### src/rtl/core_pkg.sv
// Shared RV64 core definitions: opcode/funct7 encodings and the hazard FSM state type.
package core_pkg;

    localparam logic [6:0] OP_LOAD       = 7'b0000011;
    localparam logic [6:0] OP_OP         = 7'b0110011;
    localparam logic [6:0] OP_OP32       = 7'b0111011;
    localparam logic [6:0] OP_BRANCH     = 7'b1100011;
    localparam logic [6:0] OP_JAL        = 7'b1101111;
    localparam logic [6:0] OP_JALR       = 7'b1100111;
    localparam logic [6:0] FUNCT7_MULDIV = 7'b0000001;

    typedef enum logic [1:0] {
        RUN,
        LU_STALL,
        MD_WAIT
    } hz_state_t;

    function automatic logic is_md_op(input logic [6:0] opcode, input logic [6:0] funct7);
        return ((opcode == OP_OP) || (opcode == OP_OP32)) && (funct7 == FUNCT7_MULDIV);
    endfunction

endpackage

### src/rtl/hazard_ctrl_if.sv
// Decode/execute/MD-unit signals seen by the hazard controller and the controls it returns.
interface hazard_ctrl_if;

    logic       id_valid;
    logic       id_rs1_re;
    logic       id_rs2_re;
    logic [4:0] id_rs1_addr;
    logic [4:0] id_rs2_addr;
    logic [4:0] id_rd_addr;
    logic       id_rd_we;
    logic [6:0] id_opcode;
    logic [6:0] id_funct7;
    logic       ex_valid;
    logic       ex_is_load;
    logic       ex_rd_we;
    logic [4:0] ex_rd_addr;
    logic       ex_redirect;
    logic       md_done;
    logic [4:0] md_rd_addr;

    logic        stall_pc;
    logic        stall_if_id;
    logic        flush_if_id;
    logic        bubble_id_ex;
    logic        md_issue;
    logic        md_busy;
    logic [31:0] pending;

    // Pipeline side: drives decode/execute state, receives the controls.
    modport master (
        output id_valid, id_rs1_re, id_rs2_re, id_rs1_addr, id_rs2_addr, id_rd_addr,
        output id_rd_we, id_opcode, id_funct7,
        output ex_valid, ex_is_load, ex_rd_we, ex_rd_addr, ex_redirect,
        output md_done, md_rd_addr,
        input  stall_pc, stall_if_id, flush_if_id, bubble_id_ex, md_issue, md_busy, pending
    );

    modport slave (
        input  id_valid, id_rs1_re, id_rs2_re, id_rs1_addr, id_rs2_addr, id_rd_addr,
        input  id_rd_we, id_opcode, id_funct7,
        input  ex_valid, ex_is_load, ex_rd_we, ex_rd_addr, ex_redirect,
        input  md_done, md_rd_addr,
        output stall_pc, stall_if_id, flush_if_id, bubble_id_ex, md_issue, md_busy, pending
    );

endinterface

### src/rtl/md_scoreboard.sv
// Pending-destination scoreboard and busy flag for the single-slot multiply/divide unit.
module md_scoreboard
    import core_pkg::*;
(
    input  logic        clk,
    input  logic        rst_n,
    input  logic        md_issue,
    input  logic        rd_we,
    input  logic [4:0]  rd_addr,
    input  logic        md_done,
    input  logic [4:0]  done_addr,
    output logic [31:0] pending,
    output logic [31:0] pending_fwd,
    output logic        md_busy
);

    logic [31:0] pending_q, pending_d;
    logic [31:0] done_mask, set_mask;
    logic        busy_q, busy_d;

    always_comb begin
        done_mask = '0;
        set_mask  = '0;
        if (md_done) begin
            done_mask = 32'd1 << done_addr;
        end
        if (md_issue && rd_we && (rd_addr != 5'd0)) begin
            set_mask = 32'd1 << rd_addr;
        end
        // Set is applied after clear so a same-bit issue wins.
        pending_d = (pending_q & ~done_mask) | set_mask;
        busy_d    = busy_q;
        if (md_issue) begin
            busy_d = 1'b1;
        end else if (md_done) begin
            busy_d = 1'b0;
        end
    end

    always_ff @(posedge clk or negedge rst_n) begin
        if (!rst_n) begin
            pending_q <= '0;
            busy_q    <= 1'b0;
        end else begin
            pending_q <= pending_d;
            busy_q    <= busy_d;
        end
    end

    assign pending     = pending_q;
    // The completing result is forwarded at writeback, so its bit no longer blocks.
    assign pending_fwd = pending_q & ~done_mask;
    assign md_busy     = busy_q;

endmodule

### src/rtl/hazard_ctrl.sv
// Decode-side hazard detection, stall/flush/bubble priority and MD issue for the 5-stage core.
module hazard_ctrl
    import core_pkg::*;
#(
    parameter int unsigned MD_MAX_OUTSTANDING = 1,
    parameter int unsigned STALL_CNT_W        = 32
) (
    input  logic                   clk,
    input  logic                   rst_n,
    hazard_ctrl_if.slave           bus,
    output logic [STALL_CNT_W-1:0] stall_cnt,
    output hz_state_t              state
);

    if (MD_MAX_OUTSTANDING != 1) begin : g_md_max_check
        $error("hazard_ctrl supports exactly one outstanding MD operation");
    end

    hz_state_t               state_q, state_d;
    logic [STALL_CNT_W-1:0]  stall_cnt_q, stall_cnt_d;
    logic [31:0]             pending, pending_fwd;
    logic                    md_busy;
    logic                    is_md, lu, sb, st, hazard;
    logic                    rs1_live, rs2_live, rd_live;
    logic                    stall_pc, md_issue;

    md_scoreboard u_md_scoreboard (
        .clk         (clk),
        .rst_n       (rst_n),
        .md_issue    (md_issue),
        .rd_we       (bus.id_rd_we),
        .rd_addr     (bus.id_rd_addr),
        .md_done     (bus.md_done),
        .done_addr   (bus.md_rd_addr),
        .pending     (pending),
        .pending_fwd (pending_fwd),
        .md_busy     (md_busy)
    );

    always_comb begin
        is_md    = is_md_op(bus.id_opcode, bus.id_funct7);
        rs1_live = bus.id_rs1_re && (bus.id_rs1_addr != 5'd0);
        rs2_live = bus.id_rs2_re && (bus.id_rs2_addr != 5'd0);
        rd_live  = bus.id_rd_we && (bus.id_rd_addr != 5'd0);

        lu = bus.ex_valid && bus.ex_is_load && bus.ex_rd_we && (bus.ex_rd_addr != 5'd0) &&
             ((rs1_live && (bus.id_rs1_addr == bus.ex_rd_addr)) ||
              (rs2_live && (bus.id_rs2_addr == bus.ex_rd_addr)));
        sb = (rs1_live && pending_fwd[bus.id_rs1_addr]) ||
             (rs2_live && pending_fwd[bus.id_rs2_addr]) ||
             (rd_live && pending_fwd[bus.id_rd_addr]);
        st = is_md && md_busy && !bus.md_done;
        hazard = bus.id_valid && (lu || sb || st);
    end

    always_comb begin
        stall_pc         = 1'b0;
        bus.stall_if_id  = 1'b0;
        bus.flush_if_id  = 1'b0;
        bus.bubble_id_ex = 1'b0;
        md_issue         = 1'b0;
        state_d          = state_q;

        if (bus.ex_redirect) begin
            bus.flush_if_id  = 1'b1;
            bus.bubble_id_ex = 1'b1;
        end else if (hazard) begin
            stall_pc         = 1'b1;
            bus.stall_if_id  = 1'b1;
            bus.bubble_id_ex = 1'b1;
        end else begin
            md_issue = bus.id_valid && is_md;
        end

        if (bus.ex_redirect) begin
            state_d = RUN;
        end else begin
            unique case (state_q)
                RUN: begin
                    if (bus.id_valid && lu) begin
                        state_d = LU_STALL;
                    end else if (bus.id_valid && (sb || st)) begin
                        state_d = MD_WAIT;
                    end
                end
                LU_STALL: state_d = RUN;
                MD_WAIT: begin
                    if (!(bus.id_valid && (sb || st))) begin
                        state_d = RUN;
                    end
                end
                default: state_d = RUN;
            endcase
        end

        stall_cnt_d = stall_cnt_q;
        if (stall_pc && (stall_cnt_q != '1)) begin
            stall_cnt_d = stall_cnt_q + 1'b1;
        end
    end

    always_ff @(posedge clk or negedge rst_n) begin
        if (!rst_n) begin
            state_q     <= RUN;
            stall_cnt_q <= '0;
        end else begin
            state_q     <= state_d;
            stall_cnt_q <= stall_cnt_d;
        end
    end

    assign bus.stall_pc = stall_pc;
    assign bus.md_issue = md_issue;
    assign bus.md_busy  = md_busy;
    assign bus.pending  = pending;
    assign stall_cnt    = stall_cnt_q;
    assign state        = state_q;

endmodule

### src/flat_wrapper.sv
// flat-port wrapper written by rule: the top's interface ports become plain ports
module hazard_ctrl_flat import core_pkg::*;
#(
    parameter int unsigned MD_MAX_OUTSTANDING = 1,
    parameter int unsigned STALL_CNT_W        = 32
)
  (clk, rst_n, stall_cnt, state, bus_id_valid, bus_id_rs1_re, bus_id_rs2_re, bus_id_rs1_addr, bus_id_rs2_addr, bus_id_rd_addr, bus_id_rd_we, bus_id_opcode, bus_id_funct7, bus_ex_valid, bus_ex_is_load, bus_ex_rd_we, bus_ex_rd_addr, bus_ex_redirect, bus_md_done, bus_md_rd_addr, bus_stall_pc, bus_stall_if_id, bus_flush_if_id, bus_bubble_id_ex, bus_md_issue, bus_md_busy, bus_pending);
  hazard_ctrl_if bus_i ();
  input  logic clk;
  input  logic rst_n;
  output logic [STALL_CNT_W-1:0] stall_cnt;
  output hz_state_t state;
  input wire logic [$bits(bus_i.id_valid)-1:0] bus_id_valid;
  input wire logic [$bits(bus_i.id_rs1_re)-1:0] bus_id_rs1_re;
  input wire logic [$bits(bus_i.id_rs2_re)-1:0] bus_id_rs2_re;
  input wire logic [$bits(bus_i.id_rs1_addr)-1:0] bus_id_rs1_addr;
  input wire logic [$bits(bus_i.id_rs2_addr)-1:0] bus_id_rs2_addr;
  input wire logic [$bits(bus_i.id_rd_addr)-1:0] bus_id_rd_addr;
  input wire logic [$bits(bus_i.id_rd_we)-1:0] bus_id_rd_we;
  input wire logic [$bits(bus_i.id_opcode)-1:0] bus_id_opcode;
  input wire logic [$bits(bus_i.id_funct7)-1:0] bus_id_funct7;
  input wire logic [$bits(bus_i.ex_valid)-1:0] bus_ex_valid;
  input wire logic [$bits(bus_i.ex_is_load)-1:0] bus_ex_is_load;
  input wire logic [$bits(bus_i.ex_rd_we)-1:0] bus_ex_rd_we;
  input wire logic [$bits(bus_i.ex_rd_addr)-1:0] bus_ex_rd_addr;
  input wire logic [$bits(bus_i.ex_redirect)-1:0] bus_ex_redirect;
  input wire logic [$bits(bus_i.md_done)-1:0] bus_md_done;
  input wire logic [$bits(bus_i.md_rd_addr)-1:0] bus_md_rd_addr;
  output wire logic [$bits(bus_i.stall_pc)-1:0] bus_stall_pc;
  output wire logic [$bits(bus_i.stall_if_id)-1:0] bus_stall_if_id;
  output wire logic [$bits(bus_i.flush_if_id)-1:0] bus_flush_if_id;
  output wire logic [$bits(bus_i.bubble_id_ex)-1:0] bus_bubble_id_ex;
  output wire logic [$bits(bus_i.md_issue)-1:0] bus_md_issue;
  output wire logic [$bits(bus_i.md_busy)-1:0] bus_md_busy;
  output wire logic [$bits(bus_i.pending)-1:0] bus_pending;
  assign bus_i.id_valid = bus_id_valid;
  assign bus_i.id_rs1_re = bus_id_rs1_re;
  assign bus_i.id_rs2_re = bus_id_rs2_re;
  assign bus_i.id_rs1_addr = bus_id_rs1_addr;
  assign bus_i.id_rs2_addr = bus_id_rs2_addr;
  assign bus_i.id_rd_addr = bus_id_rd_addr;
  assign bus_i.id_rd_we = bus_id_rd_we;
  assign bus_i.id_opcode = bus_id_opcode;
  assign bus_i.id_funct7 = bus_id_funct7;
  assign bus_i.ex_valid = bus_ex_valid;
  assign bus_i.ex_is_load = bus_ex_is_load;
  assign bus_i.ex_rd_we = bus_ex_rd_we;
  assign bus_i.ex_rd_addr = bus_ex_rd_addr;
  assign bus_i.ex_redirect = bus_ex_redirect;
  assign bus_i.md_done = bus_md_done;
  assign bus_i.md_rd_addr = bus_md_rd_addr;
  assign bus_stall_pc = bus_i.stall_pc;
  assign bus_stall_if_id = bus_i.stall_if_id;
  assign bus_flush_if_id = bus_i.flush_if_id;
  assign bus_bubble_id_ex = bus_i.bubble_id_ex;
  assign bus_md_issue = bus_i.md_issue;
  assign bus_md_busy = bus_i.md_busy;
  assign bus_pending = bus_i.pending;
  hazard_ctrl #(.MD_MAX_OUTSTANDING(MD_MAX_OUTSTANDING), .STALL_CNT_W(STALL_CNT_W)) u_core (.clk(clk), .rst_n(rst_n), .bus(bus_i), .stall_cnt(stall_cnt), .state(state));
endmodule
### config.mk
export PLATFORM = sky130hd
export DESIGN_NAME = hazard_ctrl_flat
export DESIGN_NICKNAME = d
export VERILOG_FILES = /design/src/rtl/core_pkg.sv /design/src/rtl/hazard_ctrl_if.sv /design/src/rtl/md_scoreboard.sv /design/src/rtl/hazard_ctrl.sv /design/src/flat_wrapper.sv
export SDC_FILE = /design/constraint.sdc
export NUM_CORES = 1
export LEC_CHECK = 0
export CAP_MARGIN = 15
export CELL_PAD_IN_SITES_DETAIL_PLACEMENT = 0
export CELL_PAD_IN_SITES_GLOBAL_PLACEMENT = 1
export CORE_MARGIN = 2
export CORE_UTILIZATION = 33
export CTS_CLUSTER_DIAMETER = 30
export DETAILED_ROUTE_END_ITERATION = 6
export PLACE_DENSITY_LB_ADDON = 0.12
export SLEW_MARGIN = 20
export SYNTH_ARGS = -nofsm -noshare
export SYNTH_HDL_FRONTEND = slang
export SYNTH_SLANG_ARGS = --single-unit
### constraint.sdc
create_clock -name clk -period 3 [get_ports clk]
set_input_delay 0.45 -clock clk [delete_from_list [all_inputs] [get_ports clk]]
set_output_delay 0.45 -clock clk [all_outputs]
set_load 0.02 [all_outputs]
-- Word-level counts from Yosys, hierarchy flattened
Cells that the tools add are included.
- register bits: 67
- input port bits: 50
- output and inout bits: 72
- add/sub/neg operators: 1
- order comparisons: 3
- equal/unequal tests: 9
- shift-type cells: 2
- mux-type cells: 21
- bitwise logic cells: 3
- reduce and logical (&&, ||, !) cells: 37
- operator list (kind ; number):
    $mux 32 ; 2
    $shl 1x5->32 const A ; 2
    $add 32x1->32 const B ; 1
    $and 32x32->32 ; 1
    $ne 32x32->1 const B ; 1
    $not 32->32 ; 1
    $or 32x32->32 ; 1
    $logic_and 1x1->1 ; 22
    $reduce_bool 5->1 ; 4
    $lt 5x6->1 const B ; 3
    $bmux 1 s5 ; 3
    $eq 7x6->1 const B ; 2
    $mux 1 ; 11
    $eq 5x5->1 ; 2
    $mux 2 ; 4
    $eq 7x1->1 const B ; 1
    $logic_or 1x1->1 ; 7
    $ne 4x2->1 const B ; 1
    $pmux 2 s2 ; 1
    $ne 3x3->1 const B ; 1
    $eq 2x2->1 const B ; 1
    $logic_not 2->1 ; 1
    $reduce_and 2->1 ; 1
    $reduce_bool 2->1 ; 1
    $logic_not 1->1 ; 1

-- Longest topological paths before layout
- depth after elaboration: 18
- mapped depth: 14
- depth with buffers taken out: 10

-- Cells and area by module
A second synthesis with hierarchy kept.
- cells, all modules: 442
- area, all modules: 4520.6 um^2
- modules (own cells, without submodules) (module ; times used ; cells an instance ; area each (um^2)):
    hazard_ctrl ; 1 ; 295 ; 2900.3
    md_scoreboard ; 1 ; 147 ; 1620.3

-- Worst setup path before layout
No wires, ideal clock.
- path kind: input to output
- start point: in bus_md_rd_addr[1]
- end point: out bus_stall_pc
- arrival time: 2.891 ns
- data required time: 2.550 ns
- setup slack: -0.341 ns
- stages: 12
- path buffers: 3
- cell sequence: buf_2 > nand2b_1 > clkbuf_1 > o21ai_0 > mux4_2 > or3_1 > a32oi_1 > a2111oi_2 > nand3_2 > a21oi_1 > nor2_1 > buf_4
- longest elaborated chain between the ends: 14
- elaborated cells on any way between the ends: 20
- RTL lines (item ; RTL line ; text):
    start: declaration ; flat_wrapper.sv:28 ; input wire logic [$bits(bus_i.md_rd_addr)-1:0] bus_md_rd_addr;
    $shl 1x5->32 (*) ; md_scoreboard.sv:25 ; done_mask = 32'd1 << done_addr;
    $mux 32 (*) ; md_scoreboard.sv:24 ; if (md_done) begin
    $not 32->32 (*) ; md_scoreboard.sv:52 ; assign pending_fwd = pending_q & ~done_mask;
    $and 32x32->32 (*) ; md_scoreboard.sv:52 ;
    $bmux 1 s5 (on tied branches) ; hazard_ctrl.sv:49, hazard_ctrl.sv:50 ;
    $mux 1 (on tied branches) ; hazard_ctrl.sv:49, hazard_ctrl.sv:50 ;
    $logic_and 1x1->1 (on tied branches) ; hazard_ctrl.sv:49, hazard_ctrl.sv:50 ;
    $logic_or 1x1->1 ; hazard_ctrl.sv:49 ; sb = (rs1_live && pending_fwd[bus.id_rs1_addr]) ||
    $logic_or 1x1->1 (*) ; hazard_ctrl.sv:50 ; (rs2_live && pending_fwd[bus.id_rs2_addr]) ||
    $logic_or 1x1->1 (*) (2 in series) ; hazard_ctrl.sv:53 ; hazard = bus.id_valid && (lu || sb || st);
    $logic_and 1x1->1 (*) ; hazard_ctrl.sv:53 ;
    $mux 1 (*) (2 in series) ; - ;
    end: declaration ; flat_wrapper.sv:29 ; output wire logic [$bits(bus_i.stall_pc)-1:0] bus_stall_pc;
Every way passes the cells marked *; elsewhere a longest branch is shown, timed or not. The select of a mux whose other input is x is not followed.

-- Final worst setup path
- start point: in bus_md_rd_addr[3]
- end point: out bus_md_issue
- longest elaborated chain between the ends: 14
- elaborated cells on any way between the ends: 20
- RTL lines (item ; RTL line ; text):
    $shl 1x5->32 (*) ; md_scoreboard.sv:25 ;
    $mux 32 (*) ; md_scoreboard.sv:24 ;
    $not 32->32 (*) ; md_scoreboard.sv:52 ;
    $and 32x32->32 (*) ; md_scoreboard.sv:52 ;
    $bmux 1 s5 (on tied branches) ; hazard_ctrl.sv:49, hazard_ctrl.sv:50 ;
    $mux 1 (on tied branches) ; hazard_ctrl.sv:49, hazard_ctrl.sv:50 ;
    $logic_and 1x1->1 (on tied branches) ; hazard_ctrl.sv:49, hazard_ctrl.sv:50 ;
    $logic_or 1x1->1 ; hazard_ctrl.sv:49 ;
    $logic_or 1x1->1 (*) ; hazard_ctrl.sv:50 ;
    $logic_or 1x1->1 (*) (2 in series) ; hazard_ctrl.sv:53 ;
    $logic_and 1x1->1 (*) ; hazard_ctrl.sv:53 ;
    $mux 1 (*) ; hazard_ctrl.sv:67 ; end else if (hazard) begin
    $mux 1 (*) ; hazard_ctrl.sv:64 ; if (bus.ex_redirect) begin
    end: declaration ; flat_wrapper.sv:33 ; output wire logic [$bits(bus_i.md_issue)-1:0] bus_md_issue;
Marked as above.

==> results by group <==
Critical path
  • Largest fanout on the critical path: 4
  • Crit path largest cell delay: around 580 ps
  • CP Launch Type: input port
  • Crit Path Category: input port to output port
  • Top delay family on crit path: simple AND/OR/NAND/NOR gates
  • CP endpoint kind: output port
  • Critical path's slowest cell: or4b_4
  • Data required, critical path: 2550 ps
  • Most used cell along the critical path: buf_6
  • CP Cell Sequence: buf_6 > buf_6 > or4b_4 > buf_6 > o21ai_2 > mux2i_1 > a32oi_1 > nand3_1 > a2111oi_4 > nand3_4 > buf_6 > nor3_4 > buf_6
  • Critical Path AT: 2920 ps
  • Buf+Inv Stages, Crit Path: 5

GRT
  • Vias in the first global route: 5351
  • GR peak layer: met2
  • Overall Global Routing Usage: 27.5%
  • Met2 Use GR: 44.6%
  • Largest net degree at the start of global routing: 36
  • Grt met3 use: under 10%
  • Grt met1 use: 35.6%
  • First-pass GRT wire length: roughly 30000 µm
  • GRT Residual Overflow: 0
  • Antenna violations before repair: 0

Placement
  • Placer Congestion: 0.927
  • Pre-CTS WS: -1200 ps
  • Placed instance count: ~920
  • Detail Placement HPWL: ~15000 µm
  • Port Buf Inserts: 120
  • DP Area: 6960 µm²

Logic synthesis
  • EDFF count, synth: 0
  • Synthesized flop and latch total: 67
  • Largest cells by area after synthesis: dfrtp_1, o21ai_0, xnor2_1
  • Top cells by count, synth: dfrtp_1, o21ai_0, nand2_1
  • Post-synthesis sequential area ratio: about two fifths
  • Top-count cell post-synth: dfrtp_1
  • Synth warn: 0
  • Cell taking the most area after synthesis: dfrtp_1
  • Synth Flop Type: dfrtp_1
  • Cells after synthesis: 489
  • Avg Inst Size Synth: 8.95 µm²
  • Ys async rst share: 100%
  • Post-synth net total: 540
  • Synthesized area: roughly 4400 µm²
  • Netlist cell types: 60
  • Post-synth top area share: 38.3%

Timing
  • Final setup fails: 63
  • Hold_ws: 474 ps
  • Max Clock Skew: 9.60 ps
  • Final critical-path required period: around 3400 ps
  • RSZ-0062 raised after global routing: yes
  • Final Hold Vio Count: 0
  • Worst Max-Slew Pin Slew: 540 ps
  • Tcrit/Tclk final: 112%
  • Setup tns final: -17190 ps
  • Max Slew Vio Count: 0
  • Final worst slack: -372 ps
  • Fmax: slightly below 0.3 GHz
  • Slew HR: 63.9%

Final layout
  • Non-Filler Instances: 957
  • Post-layout util: roughly three fifths
  • Final Instance Area: 7870 µm²
  • Fraction of layout cells with a size suffix above 1: 37.4%
  • Final Net Count: 827
  • Area delta synth->final: 79.7%
  • Ant diodes: 0

Clocking
  • Root Buffer: clkbuf_16
  • Clock buffer depth: 2
  • Clock Pin Slew Worst Setup and Hold Paths: approximately 60 ps
  • Total CTS buffers: 9
  • CTS tree: built
  • Clock sink count: 67
  • H-tree depth: 3
  • Later-pin clock latency in the skew report: 350 ps

Route
  • Avg Vias per Cell: 5.48
  • Post-DRT Antenna Nets: 0
  • Routed vias: 5243
  • Initial DRC Count: between 300 and 400
  • Final WL: 19500 µm
  • DRC: 0
  • WL/cell: 20.4 µm
  • DR pass1 iterations: 5

Outcome
  • Failing checks: setup timing
  • Status: finished with violations

Pwr
  • Leak Pwr: 3.39 nW
  • VDD IR max: 0.315 mV
  • Clock Power Share: 43.0%
  • Cell Pwr Density: between 300 and 400 nW/µm²
  • Gate power share: between 20% and 30%
  • Switch share: ~28%
  • Reg power frac: 35.3%
  • Net Switching: about 0.77 mW
  • Int Power: ~2 mW
  • Total power: between 2 and 3 mW

Min path
  • Tightest Hold Check Type: register to register

Floorplan
  • CORE AREA: 13100 µm²
  • Die X: 119 µm
  • Die height: roughly 120 µm
  • IO Count: 122
  • Cell Rows: 42
  • Die area: 14200 µm²
  • Initial core utilization: around a third

Run
  • Max-Cap Viols: 0
worst paths after layout:
| kind | cells after the start | to | slack (ps) | startpoint |
|---|---|---|---|---|
| setup / recovery | 13 | bus_md_issue | -370 | bus_md_rd_addr[3] |
| hold / removal | 1 | u_core.state[1]$_DFFE_PN0P_ | 470 | u_core.state[0]$_DFFE_PN0P_ |
| setup reg to reg | 14 | u_core.u_md_scoreboard.pending[11]$_DFF_PN0_ | -250 | u_core.u_md_scoreboard.pending[10]$_DFF_PN0_ |
| hold reg to reg | 1 | u_core.state[1]$_DFFE_PN0P_ | 470 | u_core.state[0]$_DFFE_PN0P_ |
| max in group asynchronous | 3 | u_core.stall_cnt[19]$_DFFE_PN0P_ | 1680 | rst_n |
| min in group asynchronous | 2 | u_core.u_md_scoreboard.pending[3]$_DFF_PN0_ | 540 | rst_n |
worst register-to-register path, delay by kind of cell (launching register included):
kind                   cells  cell delay [ps]
AND/OR/NAND/NOR            5             1020
AO/OA/AOI/OAI              4              890
buffers and inverters      4              650
flip-flops                 1              390
multiplexers               1              210
power groups by stage:
stage	clock network [mW]	logic, mW	registers (mW)
after floorplan	0	0.187	1.01
after global placement	0	0.525	0.978
after detailed placement	0	0.525	0.979
after CTS	1.19	0.568	0.964
after global routing	1.22	0.631	0.970
final	1.17	0.592	0.962
area by class of cell:
cell class,instances,area (µm²)
fillers,1165,5220
multi-input cells,383,2900
repair buffers,306,2720
flip-flops and latches,67,1680
clock buffers,9,225
well taps,176,220
clock inverters,7,92.6
inverters,9,33.8
timing repair:
action                     4_1_cts  5_1_grt
hold buffers                     1        0
pin swaps                       22       16
gates resized for setup        101       60
cloned                           2        1
hold endpoints to repair        11        0
setup endpoints to repair       69       67
setup buffers                   16        5
placed cells by master, fill, tap and decap left out, drive strengths merged, types with 4 or more instances in the layout:
cell             n
buf            192
clkdlybuf4s50  104
dfrtp           67
o21ai           65
nand2           37
xnor2           33
nand3           26
nor2            23
mux2i           19
nor3            16
nand4           15
and3            12
clkbuf          12
xor2            10
nor3b           10
nor4            10
inv              9
mux2             9
a32oi            8
nand2b           8
a21oi            7
nor2b            6
a31oi            6
o2111ai          5
a32o             4
nand3b           4
sequential cells by signal, indices dropped and copies added, names as in the netlist:
name                            flops
u_core.u_md_scoreboard.pending     32
u_core.state                        2
u_core.u_md_scoreboard.md_busy      1
u_core.stall_cnt                   32
cell families (layout without fill, tap and decap cells):
| logic type | Yosys count | in the layout | share of synthesized area, % |
|---|---|---|---|
| simple gates | 189 | 190 | 24.1 |
| compound gates | 119 | 119 | 17.2 |
| flops | 67 | 67 | 38.3 |
| xor+xnor | 43 | 43 | 8.60 |
| buf+inv | 40 | 331 | 3.83 |
| mux | 30 | 30 | 7.69 |
| fa+ha+maj | 1 | 1 | 0.286 |
layer usage:
layer / part of all wire [%] / wire length, µm / vias to the layer above
li1: - / - / 2412
met5: 0 / 0 / -
met2: 48 / 9460 / 200
met1: 42 / 8230 / 2584
met3: 6.3 / 1220 / 47
met4: 3.2 / 629 / 0
(Power assumes the default switching activity.)
